===== src/rtl/dmem_copy_engine.sv =====
// dmem_copy_engine
// ----------------
// Bus-initiator sequencer that copies a block of bytes inside the data memory.
// One byte moves per READ/WRITE cycle pair, from src..src+len-1 to
// dst..dst+len-1. All addresses wrap modulo DEPTH. The copy runs strictly
// forward, so an overlapping destination above the source re-reads bytes it
// has already written, which smears them.
//
// Optional feature: define COPY_CHECKSUM_EN to add a running mod-2^DW sum of
// every byte read. The sum clears on an accepted start.
//
// Ports:
//   clock      in   rising-edge clock
//   clear_n    in   synchronous active-low reset
//   start      in   request pulse, honoured only in IDLE
//   src_addr   in   source base address (captured on accepted start)
//   dst_addr   in   destination base address (captured on accepted start)
//   length     in   byte count 0..63, clamped to DEPTH (captured on start)
//   busy       out  high whenever the engine is not IDLE
//   done       out  one-cycle pulse at the end of an operation
//   mem_read   out  dmem read enable
//   mem_write  out  dmem write enable
//   mem_addr   out  dmem address
//   mem_wdata  out  dmem write data
//   checksum   out  (COPY_CHECKSUM_EN only) sum of bytes read
//   mem_rdata  in   dmem read data, combinational, same cycle
module dmem_copy_engine #(
    parameter int DEPTH = 32,
    parameter int AW    = 8,
    parameter int DW    = 8
) (
    input  logic          clock,
    input  logic          clear_n,
    input  logic          start,
    input  logic [AW-1:0] src_addr,
    input  logic [AW-1:0] dst_addr,
    input  logic [5:0]    length,
    output logic          busy,
    output logic          done,
    output logic          mem_read,
    output logic          mem_write,
    output logic [AW-1:0] mem_addr,
    output logic [DW-1:0] mem_wdata,
`ifdef COPY_CHECKSUM_EN
    output logic [DW-1:0] checksum,
`endif
    input  logic [DW-1:0] mem_rdata
);

    typedef enum logic [1:0] {
        IDLE,
        READ,
        WRITE,
        DONE
    } state_t;

    // DEPTH is a power of two, so masking gives the modulo-DEPTH wrap.
    localparam logic [AW-1:0] AMASK = AW'(DEPTH - 1);

    state_t        state;
    state_t        state_next;
    logic [AW-1:0] src;
    logic [AW-1:0] dst;
    logic [5:0]    len;
    logic [5:0]    idx;
    logic [DW-1:0] hold;
    logic [5:0]    len_in;
    logic          accept;

    // The length port tops out at 63, so the clamped count always fits in 6 bits.
    assign len_in = (int'(length) > DEPTH) ? 6'(DEPTH) : length;
    assign accept = (state == IDLE) && start;

    always_ff @(posedge clock) begin
        if (!clear_n) begin
            state <= IDLE;
        end else begin
            state <= state_next;
        end
    end

    // Outputs decode only from registered state, idx and hold. start affects
    // nothing except the next-state choice.
    always_comb begin
        state_next = state;
        busy       = 1'b0;
        done       = 1'b0;
        mem_read   = 1'b0;
        mem_write  = 1'b0;
        mem_addr   = '0;
        mem_wdata  = '0;
        case (state)
            IDLE: begin
                if (start) begin
                    state_next = (len_in == 6'd0) ? DONE : READ;
                end
            end
            READ: begin
                busy       = 1'b1;
                mem_read   = 1'b1;
                mem_addr   = (src + AW'(idx)) & AMASK;
                state_next = WRITE;
            end
            WRITE: begin
                busy       = 1'b1;
                mem_write  = 1'b1;
                mem_addr   = (dst + AW'(idx)) & AMASK;
                mem_wdata  = hold;
                state_next = ((idx + 6'd1) == len) ? DONE : READ;
            end
            DONE: begin
                busy       = 1'b1;
                done       = 1'b1;
                state_next = IDLE;
            end
            default: begin
                state_next = IDLE;
            end
        endcase
    end

    always_ff @(posedge clock) begin
        if (!clear_n) begin
            src  <= '0;
            dst  <= '0;
            len  <= '0;
            idx  <= '0;
            hold <= '0;
        end else begin
            case (state)
                IDLE: begin
                    if (start) begin
                        src <= src_addr & AMASK;
                        dst <= dst_addr & AMASK;
                        len <= len_in;
                        idx <= '0;
                    end
                end
                READ:    hold <= mem_rdata;
                WRITE:   idx  <= idx + 6'd1;
                default: ;
            endcase
        end
    end

`ifdef COPY_CHECKSUM_EN
    logic [DW-1:0] sum;

    // The sum holds its value from DONE until the next accepted start.
    always_ff @(posedge clock) begin
        if (!clear_n) begin
            sum <= '0;
        end else if (accept) begin
            sum <= '0;
        end else if (state == READ) begin
            sum <= sum + mem_rdata;
        end
    end

    assign checksum = sum;
`endif

endmodule

===== config.mk =====
export PLATFORM = sky130hd
export DESIGN_NAME = dmem_copy_engine
export DESIGN_NICKNAME = d
export VERILOG_FILES = /design/src/rtl/dmem_copy_engine.sv
export SDC_FILE = /design/constraint.sdc
export NUM_CORES = 1
export LEC_CHECK = 0
export CAP_MARGIN = 10
export CORE_MARGIN = 2
export CORE_UTILIZATION = 30
export CTS_CLUSTER_DIAMETER = 200
export DETAILED_ROUTE_END_ITERATION = 7
export PLACE_DENSITY = 0.6
export SETUP_SLACK_MARGIN = 0.5
export SYNTH_ARGS = -nofsm -noshare
export SYNTH_HDL_FRONTEND = slang
export SYNTH_SLANG_ARGS = --single-unit

===== constraint.sdc =====
create_clock -name clock -period 5.7 [get_ports clock]
set_clock_uncertainty 0.05 [all_clocks]
set_input_delay 0.57 -clock clock [delete_from_list [all_inputs] [get_ports clock]]
set_output_delay 0.57 -clock clock [all_outputs]
set_load 0.01 [all_outputs]

-- Word level (Yosys, flattened, before mapping)
Index checks and enable logic that the tools add are counted.
- word-level logic and storage cells: 34
- flip-flop bits (word level): 32
- input port bits: 33
- output and inout port bits: 20
- add/sub/neg operators: 3
- order comparisons: 1
- multiplexer cells: 13
- equal/unequal tests: 5
- reduce and logical (&&, ||, !) cells: 6
- operators with widths (cell ; number):
    2-to-1 mux 6 bit ; 2
    one-hot mux 6 bit (2 select lines) ; 1
    adder 5 bit ; 2
    one-hot mux 5 bit (2 select lines) ; 1
    2-to-1 mux 8 bit ; 1
    one-hot mux 2 bit (4 select lines) ; 1
    adder 6 x 1 -> 6 bit (second input constant) ; 1
    equality test 6 bit ; 1
    greater-than comparator 6 bit (second input constant) ; 1
    logical NOT 6 bit ; 1
    2-to-1 mux 2 bit ; 3
    equality test 2 bit (second input constant) ; 2
    2-to-1 mux 1 bit ; 4
    AND reduction 2 bit ; 2
    OR reduction 3 bit ; 1
    equality test 2 x 1 -> 1 bit (second input constant) ; 1
    logical NOT 2 bit ; 1
    inequality test 2 bit (second input constant) ; 1
    nonzero test 2 bit ; 1

-- Logic depth before layout (Yosys ltp)
- depth after elaboration: 6
- mapped depth: 11
- mapped depth without buffers: 10

-- Worst setup path before layout
OpenSTA, ideal clock, no wires.
- path type: register to output
- from: register state[0]
- to: output port mem_addr[4]
- data arrival time: 2344 ps
- stages on the path, launching flop included: 12
- data required time: 5080 ps
- slack: 2736 ps
- buffers on the path: 1
- cell sequence: dfxtp_1 -> inv_1 -> ha_1 -> clkbuf_1 -> mux2_1 -> ha_1 -> inv_1 -> fa_1 -> nor2b_1 -> o21a_1 -> nor3_1 -> and3b_1
- cells in the longest elaborated chain, start to end: 2
- elaborated cells on any way between the ends: 3
- classes of those cells: 2 x eq/ne; 1 x mux
- RTL lines (what ; line ; text):
    from (decl) ; 60 ; state_t state;
    from (signal assigned) ; 78 ; state <= state_next;
    equality test 2 bit / equality test 2 x 1 -> 1 bit (equally long branches) ; 92 ; case (state)
    one-hot mux 5 bit (2 select lines) (*) ; 92 ;
    to (decl) ; 42 ; output logic [AW-1:0] mem_addr,
Mark *: on every way between the ends. The rest lies on a longest branch, timed or not.

-- Final worst setup path
Ends and elaborated chain as after synthesis.

==> impl_metrics.tcl <==
set metrics [dict create \
    die_h_um 80.9 \
    clk_pin_slew_worst_paths_ns 0.06 \
    outcome "completed" \
    antenna_found_initial 0 \
    numClockSinks 32 \
    pin_count 53 \
    synth_flop_cell "dfxtp_1" \
    max_freq_ghz 0.269 \
    port_buffers 43 \
    relSlewSlack 0.529 \
    nNetsFinal 298 \
    dr_total_vias 1544 \
    fp.dieW_um 80.9 \
    routed_wl_um 4000 \
    finalHoldViolCount 0 \
    ys_types 42 \
    yosys_warnings 0 \
    setup_violations 0 \
    finalMaxSlewViolations 0 \
    start_util 0.316 \
    power_density_nw_per_um2 237 \
    rsz0062_at_grt "no" \
    drv_cap 0 \
    cts_setup_buffers 0 \
    tightest_slew_ns 0.705 \
    dpl.hpwl_um 2870 \
    grtUsageTotal 0.130 \
    final_common_cell "clkdlybuf4s50_1" \
    cts_hold_buf 0 \
    cts_made_buffers 5 \
    crit_arrival_ns 3.10 \
    cp-end-kind "primary output" \
    synth-seq-cells 32 \
    avgSynthCellArea_um2 8.28 \
    cp_cell_sequence "inv_1, ha_1, buf_4, mux2_1, ha_1, inv_1, fa_1, nor2b_1, o21a_1, nor3_1, and3b_1, clkdlybuf4s50_1" \
    antenna_cells 0 \
    synth_area_leaders "dfxtp_1, ha_1, nand2_1" \
    layout-drive-gt1-share 0.0471 \
    ir_worst_vdd_mv 0.0932 \
    cp_data_required_time_ns 5.08 \
    ys_seq_area_frac 0.361 \
    grt_remaining_overflow 0 \
    fillers 601 \
    p_total_w 0.000554 \
    first_global_vias 1406 \
    worst_path_max_delay_cell "clkdlybuf4s50_1" \
    hold_class "reg2reg" \
    crit_family "buffers and inverters" \
    ant_nets 0 \
    cellLeakagePower_nw 0.899 \
    clkLatencyLatePin_ns 0.28 \
    worst-path-buf-inv 4 \
    ctsResizeCount 0 \
    gp_congestion 0.717 \
    clockBufferDepth 2 \
    period_needed_ns 3.72 \
    fp-row-count 27 \
    synthesis.area_um2 1770 \
    yosysTopAreaCell "dfxtp_1" \
    cp_slowest_stage_delay_ns 0.53 \
    period_share 0.652 \
    htreeDepth 2 \
    core_um2 5610 \
    finalCoreUtilization 0.417 \
    synthCells 214 \
    route.detailed.drc 0 \
    dieArea_um2 6540 \
    synthArstFlopShare 0 \
    drtPass1Iterations 4 \
    crit_type "reg2out" \
    cts_tree "done" \
    area_delta_synth_final_pct 32.0 \
    timing.hold.ws_ns 0.401 \
    synth_edf_count 0 \
    wl_per_cell_um 12.2 \
    clockRootBuffer "clkbuf_8" \
    grt_max_degree 32 \
    crit_path_start_kind "register" \
    grt_first_pass_wirelength_um 6520 \
    tns_ns 0 \
    synth_top_area_share 0.361 \
    layout_common_cells "clkdlybuf4s50_1, dfxtp_1, nand2_1" \
    drt_iter0_markers 96 \
    path_max_fanout 24 \
    viasPerCell 4.72 \
]
[worst min-delay path: stages, from the launching register on]
cell     delay (ns)
dfxtp_1        0.31
nand2_1        0.05
a21oi_1        0.05
[power by group]
group / internal (W) / total, W / switching (W) / leakage (nW)
logic: 0.0000598 / 0.000126 / 0.0000662 / 0.587
clock network: 0.0000962 / 0.000179 / 0.0000825 / 0.0510
registers: 0.000240 / 0.000249 / 0.00000921 / 0.261
[registers in the layout (all words and copies together) (netlist names)]
| name | count |
|---|---|
| len | 6 |
| dst | 5 |
| idx | 6 |
| hold | 8 |
| state | 2 |
| src | 5 |
[final cells by class]
class / count / area, um2 / share of cell area
well taps: 72 / 90.1 / 0.0385
clock buffers: 6 / 82.6 / 0.0353
inverters: 9 / 33.8 / 0.0144
multi-input cells: 162 / 1050 / 0.447
repair buffers: 44 / 438 / 0.187
flip-flops and latches: 32 / 641 / 0.274
clock inverters: 2 / 10.0 / 0.00428
[worst paths after layout]
check / from / slack (ns) / cells after the start / end
max: state[0] / 1.98 / 12 / mem_addr[4]
min: src[3] / 0.40 / 2 / src[3]
max reg2reg: state[0] / 3.76 / 6 / state[1]
min reg2reg: src[3] / 0.40 / 2 / src[3]
[Yosys cell counts, drive strengths merged, types with 4 or more instances]
| cell type | count |
|---|---|
| a21oi | 22 |
| and2 | 13 |
| xnor2 | 5 |
| mux2i | 9 |
| xor2 | 4 |
| o21ai | 6 |
| nand2 | 31 |
| dfxtp | 32 |
| mux2 | 4 |
| nor3b | 5 |
| nor3 | 5 |
| clkbuf | 10 |
| ha | 10 |
| nor2 | 13 |
| nor2b | 5 |
| inv | 9 |
[per-layer routing]
metal / up-vias / part of all wire / GRT usage
met5: - / 0 / 0
met3: 5 / 0.049 / 0.0389
met4: 0 / 0.016 / 0.0458
met2: 33 / 0.44 / 0.201
met1: 712 / 0.50 / 0.173
li1: 794 / - / -
[metrics by stage]
| stage | instances | instance area [um2] | setup slack [ns] |
|---|---|---|---|
| after floorplan | 216 | 1780 | 2.74 |
| after global placement | 319 | 2250 | 2.30 |
| after detailed placement | 319 | 2250 | 2.27 |
| after CTS | 327 | 2340 | 1.94 |
| after global routing | 327 | 2340 | 1.72 |
| final | 327 | 2340 | 1.98 |
[logic make-up (layout without fill, tap and decap cells)]
logic type               after synthesis  count (layout)  synth area share
AND/OR/NAND/NOR                       90              90             0.268
XOR/XNOR                               9               9            0.0445
other                                  1               3           0.00212
buffers and inverters                 22              61            0.0529
AO/OA/AOI/OAI                         36              36             0.113
multiplexers                          13              13            0.0762
flip-flops                            32              32             0.361
adder cells (fa/ha/maj)               11              11            0.0819
Power figures use the tool's default switching activity.
